`src/rtl/jogo_pkg.sv`:
```
// jogo_pkg: state codes shared with the db_estado 7-seg decoder, plus default display timings.
package jogo_pkg;
    localparam logic [3:0] EST_OCIOSO   = 4'd0;
    localparam logic [3:0] EST_ENDERECA = 4'd1;
    localparam logic [3:0] EST_LE       = 4'd2;
    localparam logic [3:0] EST_ACESO    = 4'd3;
    localparam logic [3:0] EST_APAGADO  = 4'd4;
    localparam logic [3:0] EST_FIM      = 4'd5;
    localparam logic [3:0] EST_ABORTADO = 4'd6;
    localparam int T_ON_PADRAO  = 500;
    localparam int T_OFF_PADRAO = 250;
    typedef enum logic [3:0] {
        OCIOSO   = EST_OCIOSO,
        ENDERECA = EST_ENDERECA,
        LE       = EST_LE,
        ACESO    = EST_ACESO,
        APAGADO  = EST_APAGADO,
        FIM      = EST_FIM,
        ABORTADO = EST_ABORTADO
    } estado_t;
endpackage

```
`src/rtl/contador_m.sv`:
```
// contador_m: modulo-M timer with clear and enable; fim flags the last count while enabled.
module contador_m #(
    parameter int W = 4
) (
    input  logic         clock,
    input  logic         reset,
    input  logic         limpa,
    input  logic         habilita,
    input  logic [W-1:0] modulo,
    output logic         fim
);
    logic [W-1:0] valor;
    assign fim = habilita && (valor == modulo - 1'b1);
    always_ff @(posedge clock or negedge reset) begin
        if (!reset) valor <= '0;
        else if (limpa || fim) valor <= '0;
        else if (habilita) valor <= valor + 1'b1;
    end
endmodule

```
`src/rtl/mostra_sequencia.sv`:
```
// mostra_sequencia: replays stored plays 0..ultima_rodada on the LEDs, then pulses pronto.
// Define MOSTRA_SEQUENCIA_ABORTA_EN to add the abortar input and the ABORTADO state.
module mostra_sequencia
    import jogo_pkg::*;
#(
    parameter int ADDR_W = 4,
    parameter int T_ON   = T_ON_PADRAO,
    parameter int T_OFF  = T_OFF_PADRAO
) (
    input  logic              clock,
    input  logic              reset,
`ifdef MOSTRA_SEQUENCIA_ABORTA_EN
    input  logic              abortar,
`endif
    input  logic              iniciar,
    input  logic [ADDR_W-1:0] ultima_rodada,
    output logic [ADDR_W-1:0] mem_endereco,
    input  logic [3:0]        mem_dado,
    output logic [3:0]        leds,
    output logic              ocupado,
    output logic              pronto,
    output logic [3:0]        db_estado
);
    localparam int TW = $clog2((T_ON > T_OFF ? T_ON : T_OFF) + 1);
    estado_t           estado;
    logic [ADDR_W-1:0] indice, limite;
    logic              aborta, temporiza, fim_tempo;
    logic [TW-1:0]     modulo;
`ifdef MOSTRA_SEQUENCIA_ABORTA_EN
    assign aborta = abortar;
`else
    assign aborta = 1'b0;
`endif
    assign temporiza    = (estado == ACESO) || (estado == APAGADO);
    assign modulo       = (estado == ACESO) ? TW'(T_ON) : TW'(T_OFF);
    assign mem_endereco = indice;
    assign db_estado    = estado;

    contador_m #(.W(TW)) u_timer (
        .clock   (clock),
        .reset   (reset),
        .limpa   (!temporiza),
        .habilita(temporiza),
        .modulo  (modulo),
        .fim     (fim_tempo)
    );

    always_ff @(posedge clock or negedge reset) begin
        if (!reset) begin
            estado  <= OCIOSO;
            indice  <= '0;
            limite  <= '0;
            leds    <= '0;
            ocupado <= 1'b0;
            pronto  <= 1'b0;
        end else begin
            pronto <= 1'b0;
`ifdef MOSTRA_SEQUENCIA_ABORTA_EN
            if (aborta && estado inside {ENDERECA, LE, ACESO, APAGADO}) begin
                estado <= ABORTADO;
                leds   <= '0;
            end else
`endif
            case (estado)
                OCIOSO: if (iniciar && !aborta) begin
                    estado  <= ENDERECA;
                    indice  <= '0;
                    limite  <= ultima_rodada;
                    ocupado <= 1'b1;
                end
                ENDERECA: estado <= LE;
                LE: begin
                    estado <= ACESO;
                    leds   <= mem_dado;
                end
                ACESO: if (fim_tempo) begin
                    estado <= APAGADO;
                    leds   <= '0;
                end
                APAGADO: if (fim_tempo) begin
                    if (indice == limite) begin
                        estado <= FIM;
                        pronto <= 1'b1;
                    end else begin
                        indice <= indice + 1'b1;
                        estado <= ENDERECA;
                    end
                end
                FIM: begin
                    estado  <= OCIOSO;
                    ocupado <= 1'b0;
                end
`ifdef MOSTRA_SEQUENCIA_ABORTA_EN
                ABORTADO: begin
                    estado  <= OCIOSO;
                    ocupado <= 1'b0;
                end
`endif
                default: begin
                    estado  <= OCIOSO;
                    ocupado <= 1'b0;
                    leds    <= '0;
                end
            endcase
        end
    end
endmodule

```
`config.mk`:
```
export PLATFORM = sky130hd
export DESIGN_NAME = mostra_sequencia
export DESIGN_NICKNAME = d
export VERILOG_FILES = /design/src/rtl/jogo_pkg.sv /design/src/rtl/contador_m.sv /design/src/rtl/mostra_sequencia.sv
export SDC_FILE = /design/constraint.sdc
export NUM_CORES = 1
export LEC_CHECK = 0
export BUFFER_PORTS_ARGS = -buffer_cell sky130_fd_sc_hd__buf_4
export CORE_ASPECT_RATIO = 0.6
export CORE_MARGIN = 8
export CORE_UTILIZATION = 30
export CTS_BUF_LIST = sky130_fd_sc_hd__clkbuf_8
export CTS_CLUSTER_DIAMETER = 50
export CTS_CLUSTER_SIZE = 30
export DETAILED_ROUTE_END_ITERATION = 12
export PLACE_DENSITY_LB_ADDON = 0.25
export REMOVE_ABC_BUFFERS = 1
export SLEW_MARGIN = 30
export SYNTH_ARGS = -nofsm -noshare
export SYNTH_HDL_FRONTEND = slang
export SYNTH_SLANG_ARGS = --single-unit
```
`constraint.sdc`:
```
create_clock -name clock -period 2.34 [get_ports clock]
set_clock_uncertainty 0.05 [all_clocks]
set_input_delay 0.702 -clock clock [delete_from_list [all_inputs] [get_ports clock]]
set_output_delay 0.702 -clock clock [all_outputs]
set_load 0.03 [all_outputs]
```
==> impl_metrics.ini, run 1 <==
[grt]
grt_use_total = 0.1016
use_met3 = 0.03638
grt_start_max_net_pins = 27
grt_pass1_wl_um = 5354
grt_util_met1 = 0.1409
antenna_found_initial = 0
grt_most_used_layer = met2
grt_overflow = 0
grt_pass1_vias = 1086
grt_use_met2 = 0.1411

[finish]
post-route-util = 0.3901
syn_to_final_growth_pct = 23.99
drive_gt1_frac = 0.2317
diodes = 0
fin_nets = 178

[floorplan]
core_region_area_um2 = 4144
core.rowCount = 18
die_h_um = 67.07
start_util = 0.3146
ios = 25
die_x_um = 101.1
die_area_um2 = 6781

[worst_setup_path]
critPathKind = flip-flop to flip-flop
cp.arrival_ns = 2.35
crit_required_ns = 2.49
cp_max_fo = 5
reg2reg_setup_slack_ns = 0.14
crit_path_end_kind = flip-flop
startpoint_type = flip-flop

[place]
globalplace.congestion = 0.7969
pre_cts_slack_ns = 0.1676
port_buffers = 23
dp_hpwl_um = 2465

[clock_network]
cts-htree-levels = 1
cts_resized = 0
cts_tree = yes
clock_path_buffers = 2
clkTransAtPathRegs_ns = 0.09
cts.sinks = 26
hold_buffers = 0
cts-root-buf = clkbuf_8
postCtsSetupBuffers = 0
clk_latency_ns = 0.27
cts_made_buffers = 3

[logic_synthesis]
ys_ff_latch = 26
synth-edff-count = 0
synthDistinctLibCells = 36
synth_cells = 136
async_flop_share = 1.000
ys.flop_type = dfrtp_1
syn-cell-area_um2 = 1304
yosys_warnings = 0
synth-seq-area-share = 0.4990
syn_area_per_cell_um2 = 9.586

[power]
powerDensity_nw_per_um2 = 483.6
max-vdd-ir-drop_uv = 210.4
internal_power_mw = 0.6207
power.switching_mw = 0.1611
p_leak_nw = 0.7119
switching_share = 0.2060
comb_power_share = 0.053
seq_power_share = 0.581
power_frac_clock = 0.366

[drt]
remaining_drc_errors = 0
drt-vias-per-instance = 4.835
antenna_left = 0
postRouteWirelength_um = 3123
drtIter0Drc = 68
vias = 1083
drtPass1Iterations = 4
drt-wirelength-per-cell_um = 13.94

[sta]
slew_headroom = 0.5832
worst_pin_slew_ns = 0.6205
hold_ws_ns = 0.2759
finalMaxSlewViolations = 0
rsz0062_at_grt = false
hold_viol = 0
layout_setup_ws_ns = 0.1391
fin_crit_ns = 2.201
clock.fmax_ghz = 0.4544
finalSetupTns_ns = 0
fin_crit_sh = 0.9406
setup_violations = 0

[job]
maxCapViolCount = 0

[status]
outcome = completed

[worst_hold_path]
worstHoldPathType = input pin to async pin
-- critical path, cell delays in order (launching register included) --
cell and delay, ns:
dfrtp_1 0.44, or3b_2 0.54, or4_4 0.47, or4_1 0.48
a21oi_1 0.15
-- power groups by stage --
stage          Combinational, mW  Sequential (mW)  Clock (mW)
2_1_floorplan            0.00613            0.470           0
3_3_place_gp              0.0421            0.463           0
3_5_place_dp              0.0426            0.463           0
4_1_cts                   0.0425            0.455       0.294
5_1_grt                   0.0458            0.455       0.314
6_report                  0.0413            0.454       0.286
-- synth_stat cells (2+ instances only) --
| cell type | instances | area (um2) |
|---|---|---|
| ha_1 | 2 | 25.02 |
| o21ai_0 | 4 | 20.02 |
| inv_1 | 6 | 22.52 |
| and2_1 | 2 | 12.51 |
| nand4_1 | 3 | 18.77 |
| nand3_1 | 6 | 30.03 |
| a21oi_1 | 3 | 15.01 |
| xnor2_1 | 10 | 87.58 |
| dfrtp_1 | 26 | 650.6 |
| o31ai_1 | 3 | 22.52 |
| o211ai_1 | 4 | 30.03 |
| nand3b_1 | 2 | 15.01 |
| or4_1 | 2 | 15.01 |
| nor2_1 | 17 | 63.81 |
| nor3_1 | 5 | 25.02 |
| a22o_1 | 4 | 35.03 |
| nand2_1 | 18 | 67.56 |
-- cell families (layout without fill, tap and decap cells) --
group / after synthesis / after routing / synth area share
AND/OR/NAND/NOR: 64 / 64 / 0.2466
flip-flops: 26 / 26 / 0.4990
AO/OA/AOI/OAI: 21 / 21 / 0.1113
XOR/XNOR: 11 / 11 / 0.07389
buffers and inverters: 10 / 38 / 0.03838
adder cells (fa/ha/maj): 2 / 2 / 0.01919
other: 1 / 1 / 0.002876
multiplexers: 1 / 1 / 0.008637
-- per-stage QoR --
stage          cell area, um2  cells  power (mW)
2_1_floorplan            1276    132      0.4766
3_3_place_gp             1562    220      0.5052
3_5_place_dp             1562    220      0.5061
4_1_cts                  1617    224      0.7911
5_1_grt                  1617    224      0.8150
6_report                 1617    224      0.7817
-- state kept, by name (all words and copies together), names as in the netlist --
signal / cells
ocupado: 1
u_timer.valor: 9
db_estado: 3
mem_endereco: 4
limite: 4
pronto: 1
leds: 4
-- path summary, 6_finish.rpt --
check	start	end	depth (start not counted)
max	u_timer.valor[1]$_DFFE_PN0P_	mem_endereco[3]$_DFFE_PN0P_	4
min	reset	limite[0]$_DFFE_PN0P_	1
max reg2reg	u_timer.valor[1]$_DFFE_PN0P_	mem_endereco[3]$_DFFE_PN0P_	4
min reg2reg	u_timer.valor[0]$_DFFE_PN0P_	u_timer.valor[0]$_DFFE_PN0P_	1
max in group asynchronous	reset	u_timer.valor[7]$_DFFE_PN0P_	1
min in group clock	u_timer.valor[0]$_DFFE_PN0P_	u_timer.valor[0]$_DFFE_PN0P_	1
-- layout make-up --
cell class,instances,area (um2)
Inverter,6,22.52
Multi-Input combinational cell,100,603.1
Tap cell,60,75.07
Sequential cell,26,650.6
Fill cell,438,2527
Clock buffer,4,55.05
Timing Repair Buffer,28,210.2
-- per-layer routing --
| metal | vias to the layer above | wire (um) |
|---|---|---|
| met5 | - | 0 |
| met3 | 2 | 225 |
| met4 | 0 | 35 |
| met2 | 28 | 1215 |
| li1 | 529 | - |
| met1 | 524 | 1647 |
-- cells in the final DEF, fill, tap and decap left out, types with 3 or more instances in the layout --
master and n:
o31ai_1 3, a21oi_1 3, nand4_1 3, buf_4 28
o21ai_0 4, o211ai_1 4, nand3_1 6, dfrtp_1 26
nor2_1 17, xnor2_1 10, nor3_1 5, inv_1 6
clkbuf_8 4, nand2_1 18, a22o_1 4
(Power assumes the default switching activity.)
==> run 2: changes to the inputs <==
- ABC_AREA: unset -> 1
==> impl_metrics.ini, run 2 <==
[finish]
instances_no_fill = 264
drive_gt1_frac = 0.2040
fillers = 483
top_register = u_timer.valor
multi_input_area_um2 = 589.3
regArea_um2 = 650.6
syn_to_final_growth_pct = 21.28
final_common_cell = nand2_1
diodes = 0
mostFrequentLayoutCells = 56 x nand2_1, 26 x dfrtp_1, 24 x inv_1
fin_nets = 215
largest_reg_flops = 9

[power]
power_frac_clock = 0.172
powerDensity_nw_per_um2 = 1018
max-vdd-ir-drop_uv = 404.8
p_leak_nw = 0.8522
power.switching_mw = 0.7130
seq_power_share = 0.403
internal_power_mw = 0.9567
comb_power_share = 0.425
switching_share = 0.4270

[drt]
wl_met3_um = 173
drtPass1Iterations = 4
met1Wirelength_um = 1568
top_layer = met4
drt-wirelength-per-cell_um = 11.17
vias = 1104
wl_met2_um = 1167
drtIter0Drc = 85
postRouteWirelength_um = 2949
remaining_drc_errors = 0
antenna_left = 0
drt-vias-per-instance = 4.182

[worst_setup_path]
cp_max_fo = 7
crit_buf_inv = 1
startpoint_type = flip-flop
critPathKind = flip-flop to output pin
cpPeakStageDelay_ns = 0.50
cp.arrival_ns = 0.99
critPathTopFamily = flip-flops
crit_path_end_kind = output pin
crit_required_ns = 1.59
path_cells = buf_4
cp_slowest_cell = dfrtp_1

[place]
globalplace.congestion = 0.7483
port_buffers = 23
post-place-cells = 260
dp_hpwl_um = 2262

[logic_synthesis]
async_flop_share = 1.000
synthTopCellsByCount = 56 x nand2_1, 26 x dfrtp_1, 24 x inv_1
syn-cell-area_um2 = 1353
synthDistinctLibCells = 23
synth-edff-count = 0
synth_area_leaders = dfrtp_1 48%, nand2_1 16%, inv_1 6.7%, nor2_1 6.4%, nand3_1 3.3%
yosys_warnings = 0
ys.flop_type = dfrtp_1
synth-seq-area-share = 0.4810
ys_ff_latch = 26
yosysMostFrequentCell = nand2_1
synth_largest_area_cell = dfrtp_1
yosysTopAreaCellShare = 0.4810
syn_area_per_cell_um2 = 7.685
synth_cells = 176

[clock_network]
clock_path_buffers = 2
cts-root-buf = clkbuf_8
hold_buffers = 0
cts-htree-levels = 1
cts_resized = 0
clkTransAtPathRegs_ns = 0.09
cts.sinks = 26
cts_tree = yes
clk_latency_ns = 0.27
cts_made_buffers = 3
postCtsSetupBuffers = 0

[status]
outcome = completed

[floorplan]
die_x_um = 102.7
die_h_um = 68.01
core_region_area_um2 = 4446
start_util = 0.3042
core.rowCount = 19
die_area_um2 = 6984
ios = 25

[sta]
clock.fmax_ghz = 0.5738
finalSetupTns_ns = 0
rsz0062_at_grt = false
hold_viol = 0
fin_crit_sh = 0.7448
fin_crit_ns = 1.743
finalMaxSlewViolations = 0
setup_violations = 0

[grt]
grt_start_max_net_pins = 27
grt_use_total = 0.08725
antenna_found_initial = 0
grt_pass1_vias = 974
grt_pass1_wl_um = 4692
grt_overflow = 0

[job]
maxCapViolCount = 0

[worst_hold_path]
worstHoldPathType = input pin to async pin
run 2: kinds of logic (layout without fill, tap and decap cells):
family                     after synthesis  after routing  synth area share
AOI/OAI and AO/OA                        9              9           0.03607
xor gates and xnor gates                 4              4           0.02591
adders and majority gates                2              2           0.01850
buffers and inverters                   27             52           0.08326
DFF                                     26             26            0.4810
other                                    1              1          0.002773
and+or+nand+nor                        107            107            0.3525
run 2: worst paths after layout:
| path | slack, ns | end | cells after the start | start |
|---|---|---|---|---|
| worst max register to register | 0.76 | mem_endereco[1]$_DFFE_PN0P_ | 7 | db_estado[1]$_DFFE_PN0P_ |
| worst min register to register | 0.44 | leds[1]$_DFFE_PN0P_ | 2 | leds[1]$_DFFE_PN0P_ |
| worst max-delay path | 0.60 | mem_endereco[0] | 1 | mem_endereco[0]$_DFFE_PN0P_ |
| max in group asynchronous | 1.70 | u_timer.valor[8]$_DFFE_PN0P_ | 1 | reset |
| worst min-delay path | 0.27 | u_timer.valor[7]$_DFFE_PN0P_ | 1 | reset |
| min in group clock | 0.44 | leds[1]$_DFFE_PN0P_ | 2 | leds[1]$_DFFE_PN0P_ |
run 2: per-layer routing:
| metal | up-vias | global-route usage |
|---|---|---|
| met3 | 4 | 0.02741 |
| li1 | 583 | - |
| met5 | - | 0 |
| met4 | 0 | 0.03267 |
| met2 | 27 | 0.1127 |
| met1 | 490 | 0.1290 |
run 2: metrics by stage:
stage | worst slack [ns] | power, mW | hold slack (ns) | area, um2 | utilization
after CTS | 0.5845 | 1.694 | 0.2839 | 1640 | 0.3690
final | 0.5971 | 1.670 | 0.2701 | 1640 | 0.3690
after floorplan | 0.7975 | 1.153 | 0.3564 | 1334 | -
after detailed placement | 0.7727 | 1.400 | 0.4223 | 1585 | 0.3566
after global routing | 0.5272 | 1.794 | 0.2940 | 1640 | 0.3690
after global placement | 0.7822 | 1.402 | 0.4233 | 1585 | 0.3566
run 2: layout make-up:
cell class / instances / share of cell area
sequential: 26 / 0.3966
multi-input combinational: 123 / 0.3593
timing repair buffer: 23 / 0.1053
inverter: 25 / 0.05721
tap: 63 / 0.04806
clock buffer: 4 / 0.03356
run 2: power by group through the flow:
stage / Combinational [mW] / Clock, mW / Sequential, mW
floorplan: 0.369 / 0 / 0.784
global placement: 0.722 / 0 / 0.680
detailed placement: 0.724 / 0 / 0.676
CTS: 0.723 / 0.298 / 0.672
global route: 0.788 / 0.314 / 0.692
finish: 0.709 / 0.287 / 0.673
